**config.mk**
```make
export PLATFORM = sky130hd
export DESIGN_NAME = control_unit_seq
export DESIGN_NICKNAME = d
export VERILOG_FILES = /design/src/rtl/control_unit_seq.sv
export SDC_FILE = /design/constraint.sdc
export NUM_CORES = 1
export LEC_CHECK = 0
export CAP_MARGIN = 20
export CORE_UTILIZATION = 34
export DETAILED_ROUTE_END_ITERATION = 8
export GPL_TIMING_DRIVEN = 0
export HOLD_SLACK_MARGIN = 0.12
export PLACE_DENSITY = 0.66
export SYNTH_ARGS = -nofsm -noshare
export SYNTH_HDL_FRONTEND = slang
export SYNTH_SLANG_ARGS = --single-unit
```
**constraint.sdc**
```tcl
create_clock -name clk -period 5.2 [get_ports clk]
set_clock_uncertainty 0.1 [all_clocks]
set_input_delay 1.3 -clock clk [delete_from_list [all_inputs] [get_ports clk]]
set_output_delay 1.3 -clock clk [all_outputs]
set_load 0.02 [all_outputs]
```
**src/rtl/control_unit_seq.sv**
```systemverilog
// Sequential control unit for the microc datapath. Decode is combinational;
// an INIT/RUN/STEP/HALT machine gates every architectural write.
module control_unit_seq #(
  parameter int INIT_CYCLES = 1,
  parameter int CNT_W       = 16
) (
  input  logic             clk,
  input  logic             reset,
  input  logic [5:0]       Opcode,
  input  logic             z,
  input  logic             run_mode,
  input  logic             step,
  input  logic             resume,
  output logic             s_inc,
  output logic             s_inm,
  output logic             we3,
  output logic             wez,
  output logic [2:0]       Op,
  output logic             pc_we,
  output logic             halted,
  output logic             illegal,
  output logic [CNT_W-1:0] retired
);

  localparam int INIT_W = (INIT_CYCLES > 1) ? $clog2(INIT_CYCLES) : 1;
  localparam logic [INIT_W-1:0] INIT_LAST = INIT_W'(INIT_CYCLES - 1);

  typedef enum logic [1:0] {S_INIT, S_RUN, S_STEP, S_HALT} state_t;

  state_t            state;
  logic [INIT_W-1:0] init_cnt;
  logic              step_q;
  logic              step_rise;
  logic              exec;

  logic raw_s_inc;
  logic raw_we3;
  logic raw_wez;
  logic is_halt;
  logic raw_illegal;

  always_comb begin
    raw_s_inc   = 1'b1;
    s_inm       = 1'b0;
    raw_we3     = 1'b0;
    raw_wez     = 1'b0;
    Op          = 3'b000;
    is_halt     = 1'b0;
    raw_illegal = 1'b0;
    case (Opcode[5:4])
      2'b00: begin
        s_inm   = 1'b1;
        raw_we3 = 1'b1;
      end
      2'b01: begin
        if (!Opcode[3]) begin
          raw_we3 = 1'b1;
          raw_wez = 1'b1;
          Op      = Opcode[2:0];
        end else begin
          raw_illegal = 1'b1;
        end
      end
      2'b10: begin
        case (Opcode[3:0])
          4'h0:    raw_s_inc = 1'b0;
          4'h1:    raw_s_inc = ~z;
          4'h2:    raw_s_inc = z;
          default: raw_illegal = 1'b1;
        endcase
      end
      default: begin
        if (Opcode[3:0] == 4'hF) is_halt = 1'b1;
        else                     raw_illegal = 1'b1;
      end
    endcase
  end

  // Only one instruction executes per step request, however long step is held.
  always_comb begin
    step_rise = step & ~step_q;
    exec      = (state == S_RUN) | ((state == S_STEP) & step_rise);
    we3       = raw_we3 & exec;
    wez       = raw_wez & exec;
    pc_we     = (exec & ~is_halt) | ((state == S_HALT) & resume);
    s_inc     = (state == S_HALT) ? 1'b1 : raw_s_inc;
  end

  always_ff @(posedge clk or posedge reset) begin
    if (reset) begin
      state    <= S_INIT;
      init_cnt <= '0;
      step_q   <= 1'b0;
      retired  <= '0;
      illegal  <= 1'b0;
      halted   <= 1'b0;
    end else begin
      step_q <= step;
      if (exec) begin
        retired <= retired + CNT_W'(1);
        if (raw_illegal) illegal <= 1'b1;
      end
      case (state)
        S_INIT: begin
          if (init_cnt == INIT_LAST) state <= run_mode ? S_RUN : S_STEP;
          else                       init_cnt <= init_cnt + INIT_W'(1);
        end
        S_RUN: begin
          if (is_halt) begin
            state  <= S_HALT;
            halted <= 1'b1;
          end else if (!run_mode) begin
            state <= S_STEP;
          end
        end
        S_STEP: begin
          if (step_rise && is_halt) begin
            state  <= S_HALT;
            halted <= 1'b1;
          end else if (run_mode) begin
            state <= S_RUN;
          end
        end
        S_HALT: begin
          if (resume) begin
            halted <= 1'b0;
            state  <= run_mode ? S_RUN : S_STEP;
          end
        end
        default: state <= S_INIT;
      endcase
    end
  end

endmodule
```
==> results of run 1 <==
-- kinds of logic after synthesis --
group | synth area share, %
xor+xnor | 11.0
buf+inv | 1.89
mux | 2.52
fa+ha+maj | 5.25
flops | 44.1
compound gates | 10.5
simple gates | 24.7
-- per-layer routing --
| metal | track usage, % | vias to the layer above | routed length (um) |
|---|---|---|---|
| met3 | 3.36 | 2 | 138 |
| met5 | 0 | - | 0 |
| met4 | 4.55 | 0 | 8 |
| met1 | 17.0 | 452 | 1120 |
| met2 | 27.0 | 32 | 1260 |
| li1 | - | 481 | - |
-- registers in the layout, summed over array words and instances (netlist names) --
name / cells
retired: 16
state: 2
halted: 1
illegal: 1
step_q: 1
-- worst max-delay path: stages --
cell and delay [ns]:
clkdlybuf4s50_1 0.52, nand3b_2 0.16, and2_4 0.22, o21ai_0 0.19
clkdlybuf4s50_1 0.64
-- synthesized netlist by cell type, types with 3 or more instances --
cell type  instances  area share, %
inv_1              6            1.9
xnor2_1           14             10
dfrtp_1           21             44
nand4_1            4            2.1
and2_1             7            3.7
ha_1               5            5.3
o21ai_0            3            1.3
nand2_1           12            3.8
nand2b_1           3            1.6
nor2_1             3           0.95
nand3_1            5            2.1
mux2i_1            3            2.5
-- per-stage QoR --
step                      setup slack (ns)  area [sq um]  hold WS [ns]  power (uW)
final                                0.771          1650         0.383         672
after global routing                 0.663          1650         0.405         720
after CTS                            0.770          1650         0.385         680
after detailed placement             0.782          1620         0.353         601
after global placement               0.751          1620         0.351         590
after floorplan                       1.68          1190         0.467         468
-- worst paths after layout --
check	startpoint	endpoint	slack, ns	depth (start not counted)
hold reg to reg	illegal$_DFFE_PP0P_	illegal$_DFFE_PP0P_	0.38	1
setup / recovery	step	pc_we	0.77	5
max in group asynchronous	reset	retired[6]$_DFFE_PP0P_	3.16	2
min in group asynchronous	reset	retired[10]$_DFFE_PP0P_	1.34	2
setup reg to reg	state[0]$_DFFE_PP0P_	retired[14]$_DFFE_PP0P_	3.34	6
hold / removal	illegal$_DFFE_PP0P_	illegal$_DFFE_PP0P_	0.38	1
-- layout make-up --
| class | instances | share of cell area, % |
|---|---|---|
| Sequential cell | 21 | 31.9 |
| Multi-Input combinational cell | 86 | 39.1 |
| Clock buffer | 4 | 1.60 |
| Tap cell | 46 | 3.50 |
| Timing Repair Buffer | 37 | 22.5 |
| Inverter | 6 | 1.37 |
-- report_power, final --
| group | switching [uW] | total (uW) | leakage (uW) | internal [uW] |
|---|---|---|---|---|
| Sequential | 45.7 | 248 | 0.000267 | 203 |
| Clock | 46.9 | 76.7 | 0.0000150 | 29.8 |
| Combinational | 181 | 347 | 0.000368 | 165 |
| Total | 274 | 672 | 0.000650 | 398 |
==> run_results.csv, run 1 <==
group,metric,value,unit
finish,multiInputGateArea,643,sq um
hold_path,hp-class,"flip-flop to flip-flop",
die,die_area,0.00374,sq mm
drt,routedWlPerCell,12.6,um
clock_tree,cts_buffers,3,
clock_tree,clk_latency,0.29,ns
clock_tree,root_buffer,"clkbuf_4",
drt,postRouteAntennaNets,0,
grt,antenna_found_initial,0,
finish,utilization,49.3,%
finish,nFillCells,315,
setup_path,critical_path_required,3.80,ns
grt,grt_pass1_wl,4.07,mm
power,ir_drop,0.000189,V
logic_synthesis,ys_ff_latch,21,
finish,seq_area,526,sq um
finish,mostFrequentLayoutCell,"clkdlybuf4s50_1",
logic_synthesis,postSynthAreaPerCell,10.5,sq um
drt,firstDrtPassIters,4,
finish,final_cell_mix,"clkdlybuf4s50_1, dfrtp_1, xnor2_1",
die,die_x,61.2,um
sta,fin_crit_sh,85.2,%
logic_synthesis,yosysUniqueCellTypes,36,
die,die_h,61.2,um
sta,tns,0,ns
flow_run,drv_cap,0,
die,ios,38,
place,place.gp.congestion,0.855,
logic_synthesis,syn_nets,130,
grt,grt-ovfl-total,0,
place,dp.cells,196,
place,portBuffers,37,
clock_tree,cts.sinks,21,
finish,antenna_cells,0,
setup_path,critPathMaxFanout,4,
sta,slew_viol_final,0,
finish,stdcell_count,200,
logic_synthesis,postSynthCellCount,113,
grt,grt_start_max_net_pins,22,
logic_synthesis,yosysSeqAreaShare,44.1,%
place,dp_hpwl,2.02,mm
clock_tree,h-tree-depth,1,
grt,first_global_vias,972,
drt,wl,2.53,mm
drt,drcViolationCount,0,
sta,clock.fmax,0.226,GHz
logic_synthesis,async_flop_share,100,%
logic_synthesis,synth_edf_count,0,
drt,post_drt_via_cell_ratio,4.84,
clock_tree,tritoncts,"built",
sta,worstMarginPinSlew,0.790,ns
sta,hold_violations,0,
finish,fin_nets,172,
clock_tree,postCtsSetupBuffers,0,
drt,vias,967,
setup_path,critPathKind,"primary input to primary output",
sta,slew_headroom,47.3,%
drt,drt_iter0_drc,11,
die,initial_core_util,35.7,%
logic_synthesis,synthesis.area,0.00119,sq mm
finish,drive_gt1_share,6.49,%
outcome,status,"complete, no violations",
clock_tree,clkTransAtPathRegs,0.11,ns
clock_tree,cts_hold_buf,0,
power,power_leakage,0.000650,uW
setup_path,end_kind,"primary output",
setup_path,cp_data_arrival_time,3.03,ns
logic_synthesis,yosys_warnings,0,
sta,setup_violations,0,
sta,rsz0062_at_grt,"false",
setup_path,start_kind,"primary input",
finish,syn2layout_area_growth,38.1,%
die,core_area,0.00334,sq mm
grt,grtUsageTotal,14.8,%
clock_tree,cts_resized,0,
die,row_count,21,
clock_tree,cts_buffer_depth,2,
logic_synthesis,yosys_most_used_dff,"dfrtp_1",
power,pwr_density_cell,408,mW/mm^2
sta,period_minus_slack,4.43,ns
Power figures use the tool's default switching activity.
==> run 2: changes to the inputs <==
--- a/config.mk
+++ b/config.mk
@@ -7,10 +7,12 @@
 export LEC_CHECK = 0
 export CAP_MARGIN = 20
 export CORE_UTILIZATION = 34
+export CTS_CLUSTER_DIAMETER = 200
 export DETAILED_ROUTE_END_ITERATION = 8
 export GPL_TIMING_DRIVEN = 0
 export HOLD_SLACK_MARGIN = 0.12
 export PLACE_DENSITY = 0.66
+export RECOVER_POWER = 25
 export SYNTH_ARGS = -nofsm -noshare
 export SYNTH_HDL_FRONTEND = slang
 export SYNTH_SLANG_ARGS = --single-unit
==> run_results.csv, run 2 (synthesis gave the netlist of run 1 again) <==
group,metric,value,unit
power,pwr_density_cell,408,mW/mm^2
flow_run,drv_cap,0,
place,dp_slack,0.782,ns
finish,utilization,49.3,%
clock_tree,postCtsSetupBuffers,0,
setup_path,critical_path_required,3.80,ns
die,die_h,61.2,um
clock_tree,clk_latency,0.29,ns
finish,drive_gt1_share,6.49,%
power,ir_drop,0.000189,V
die,core_area,0.00334,sq mm
finish,top_register,"retired",
sta,tns,0,ns
clock_tree,root_buffer,"clkbuf_4",
hold_path,hp-class,"flip-flop to flip-flop",
drt,routedWlPerCell,12.6,um
setup_path,r2r_slack,3.34,ns
sta,clock.fmax,0.222,GHz
setup_path,cp_data_arrival_time,3.10,ns
clock_tree,cts_buffer_depth,2,
finish,mostFrequentLayoutCell,"clkdlybuf4s50_1",
sta,worstMarginPinSlew,0.791,ns
grt,grt_pass1_wl,4.07,mm
power,power_leakage,0.000651,uW
clock_tree,cts.sinks,21,
grt,grtUsageTotal,14.8,%
sta,fin_crit_sh,86.6,%
die,row_count,21,
die,ios,38,
finish,syn2layout_area_growth,38.1,%
finish,top_regs,"retired: 16 flops, state: 2 flops",
die,initial_core_util,35.7,%
sta,period_minus_slack,4.50,ns
die,die_x,61.2,um
finish,final_cell_mix,"clkdlybuf4s50_1, dfrtp_1, xnor2_1",
drt,wl,2.53,mm
clock_tree,cts_resized,0,
hold_path,hp-start,"illegal$_DFFE_PP0P_",
sta,rsz0062_at_grt,"false",
drt,firstDrtPassIters,4,
clock_tree,clkTransAtPathRegs,0.11,ns
setup_path,end_kind,"primary output",
finish,antenna_cells,0,
clock_tree,cts_buffers,3,
outcome,status,"complete, no violations",
finish,fin_nets,172,
setup_path,start_kind,"primary input",
sta,setup_violations,0,
setup_path,critPathMaxFanout,4,
setup_path,rr_startpoint,"state[0]$_DFFE_PP0P_",
drt,post_drt_via_cell_ratio,4.84,
drt,drcViolationCount,0,
grt,antenna_found_initial,0,
sta,slew_viol_final,0,
drt,vias,967,
finish,nFillCells,315,
die,die_area,0.00374,sq mm
place,portBuffers,37,
grt,grt_start_max_net_pins,22,
clock_tree,cts_hold_buf,0,
clock_tree,tritoncts,"built",
setup_path,critical_path.startpoint,"step",
sta,slew_headroom,47.2,%
place,place.gp.congestion,0.855,
finish,largest_reg_flops,16,
sta,fin_ws,0.698,ns
place,dp_hpwl,2.02,mm
drt,drt_iter0_drc,19,
finish,stdcell_count,200,
clock_tree,h-tree-depth,1,
grt,grt-ovfl-total,0,
setup_path,critPathKind,"primary input to primary output",
drt,postRouteAntennaNets,0,
grt,first_global_vias,972,
place,dp.cells,196,
sta,hold_violations,0,
## run 2: changes by cell type in the layout (fill, tap and decap cells not counted), sizes merged
cell,delta
dlygate4sd3,+2
clkdlybuf4s50,-2
## run 2: layout make-up
class,count,area (sq um),share of cell area (%)
Clock buffer,4,26.3,1.60
Inverter,6,22.5,1.37
Multi-Input combinational cell,86,643,39.1
Sequential cell,21,526,31.9
Tap cell,46,57.6,3.50
Timing Repair Buffer,37,370,22.5
## run 2: path summary, 6_finish.rpt
check / endpoint / cells past startpoint
worst max-delay path: pc_we / 5
worst min-delay path: illegal$_DFFE_PP0P_ / 1
worst max register to register: retired[14]$_DFFE_PP0P_ / 6
worst min register to register: illegal$_DFFE_PP0P_ / 1
max in group asynchronous: retired[6]$_DFFE_PP0P_ / 2
min in group asynchronous: retired[10]$_DFFE_PP0P_ / 2
## run 2: power breakdown
part,internal (uW),switching [uW],leakage (uW),total (uW)
Combinational,165,181,0.000369,346
Clock,29.8,46.9,0.0000150,76.7
Sequential,203,45.7,0.000267,248
## run 2: metal layers
layer	global-route usage, %	routed length, um	vias to the layer above
met3	3.36	131	2
li1	-	-	481
met4	4.55	8	0
met1	17.0	1120	452
met5	0	0	-
met2	27.0	1260	32
## run 2: critical path, cell delays in order
cell,delay [ns]
dlygate4sd3_1,0.59
nand3b_2,0.16
and2_4,0.22
o21ai_0,0.19
clkdlybuf4s50_1,0.64
## run 2: stage by stage
stage | total power (uW) | hold WS (ns) | cell area, sq um
2_1_floorplan | 468 | 0.467 | 1190
3_3_place_gp | 590 | 0.351 | 1620
3_5_place_dp | 601 | 0.353 | 1620
4_1_cts | 680 | 0.385 | 1650
5_1_grt | 720 | 0.405 | 1650
6_report | 672 | 0.383 | 1650
==> run 3: changes to the inputs <==
--- a/config.mk
+++ b/config.mk
@@ -8,11 +8,13 @@
 export CAP_MARGIN = 20
 export CORE_UTILIZATION = 34
 export CTS_CLUSTER_DIAMETER = 200
+export CTS_CLUSTER_SIZE = 40
 export DETAILED_ROUTE_END_ITERATION = 8
 export GPL_TIMING_DRIVEN = 0
 export HOLD_SLACK_MARGIN = 0.12
 export PLACE_DENSITY = 0.66
 export RECOVER_POWER = 25
+export SETUP_SLACK_MARGIN = 0.5
 export SYNTH_ARGS = -nofsm -noshare
 export SYNTH_HDL_FRONTEND = slang
 export SYNTH_SLANG_ARGS = --single-unit
==> results of run 3 <==
Final layout, timing and power as in run 2 (identical DEF).
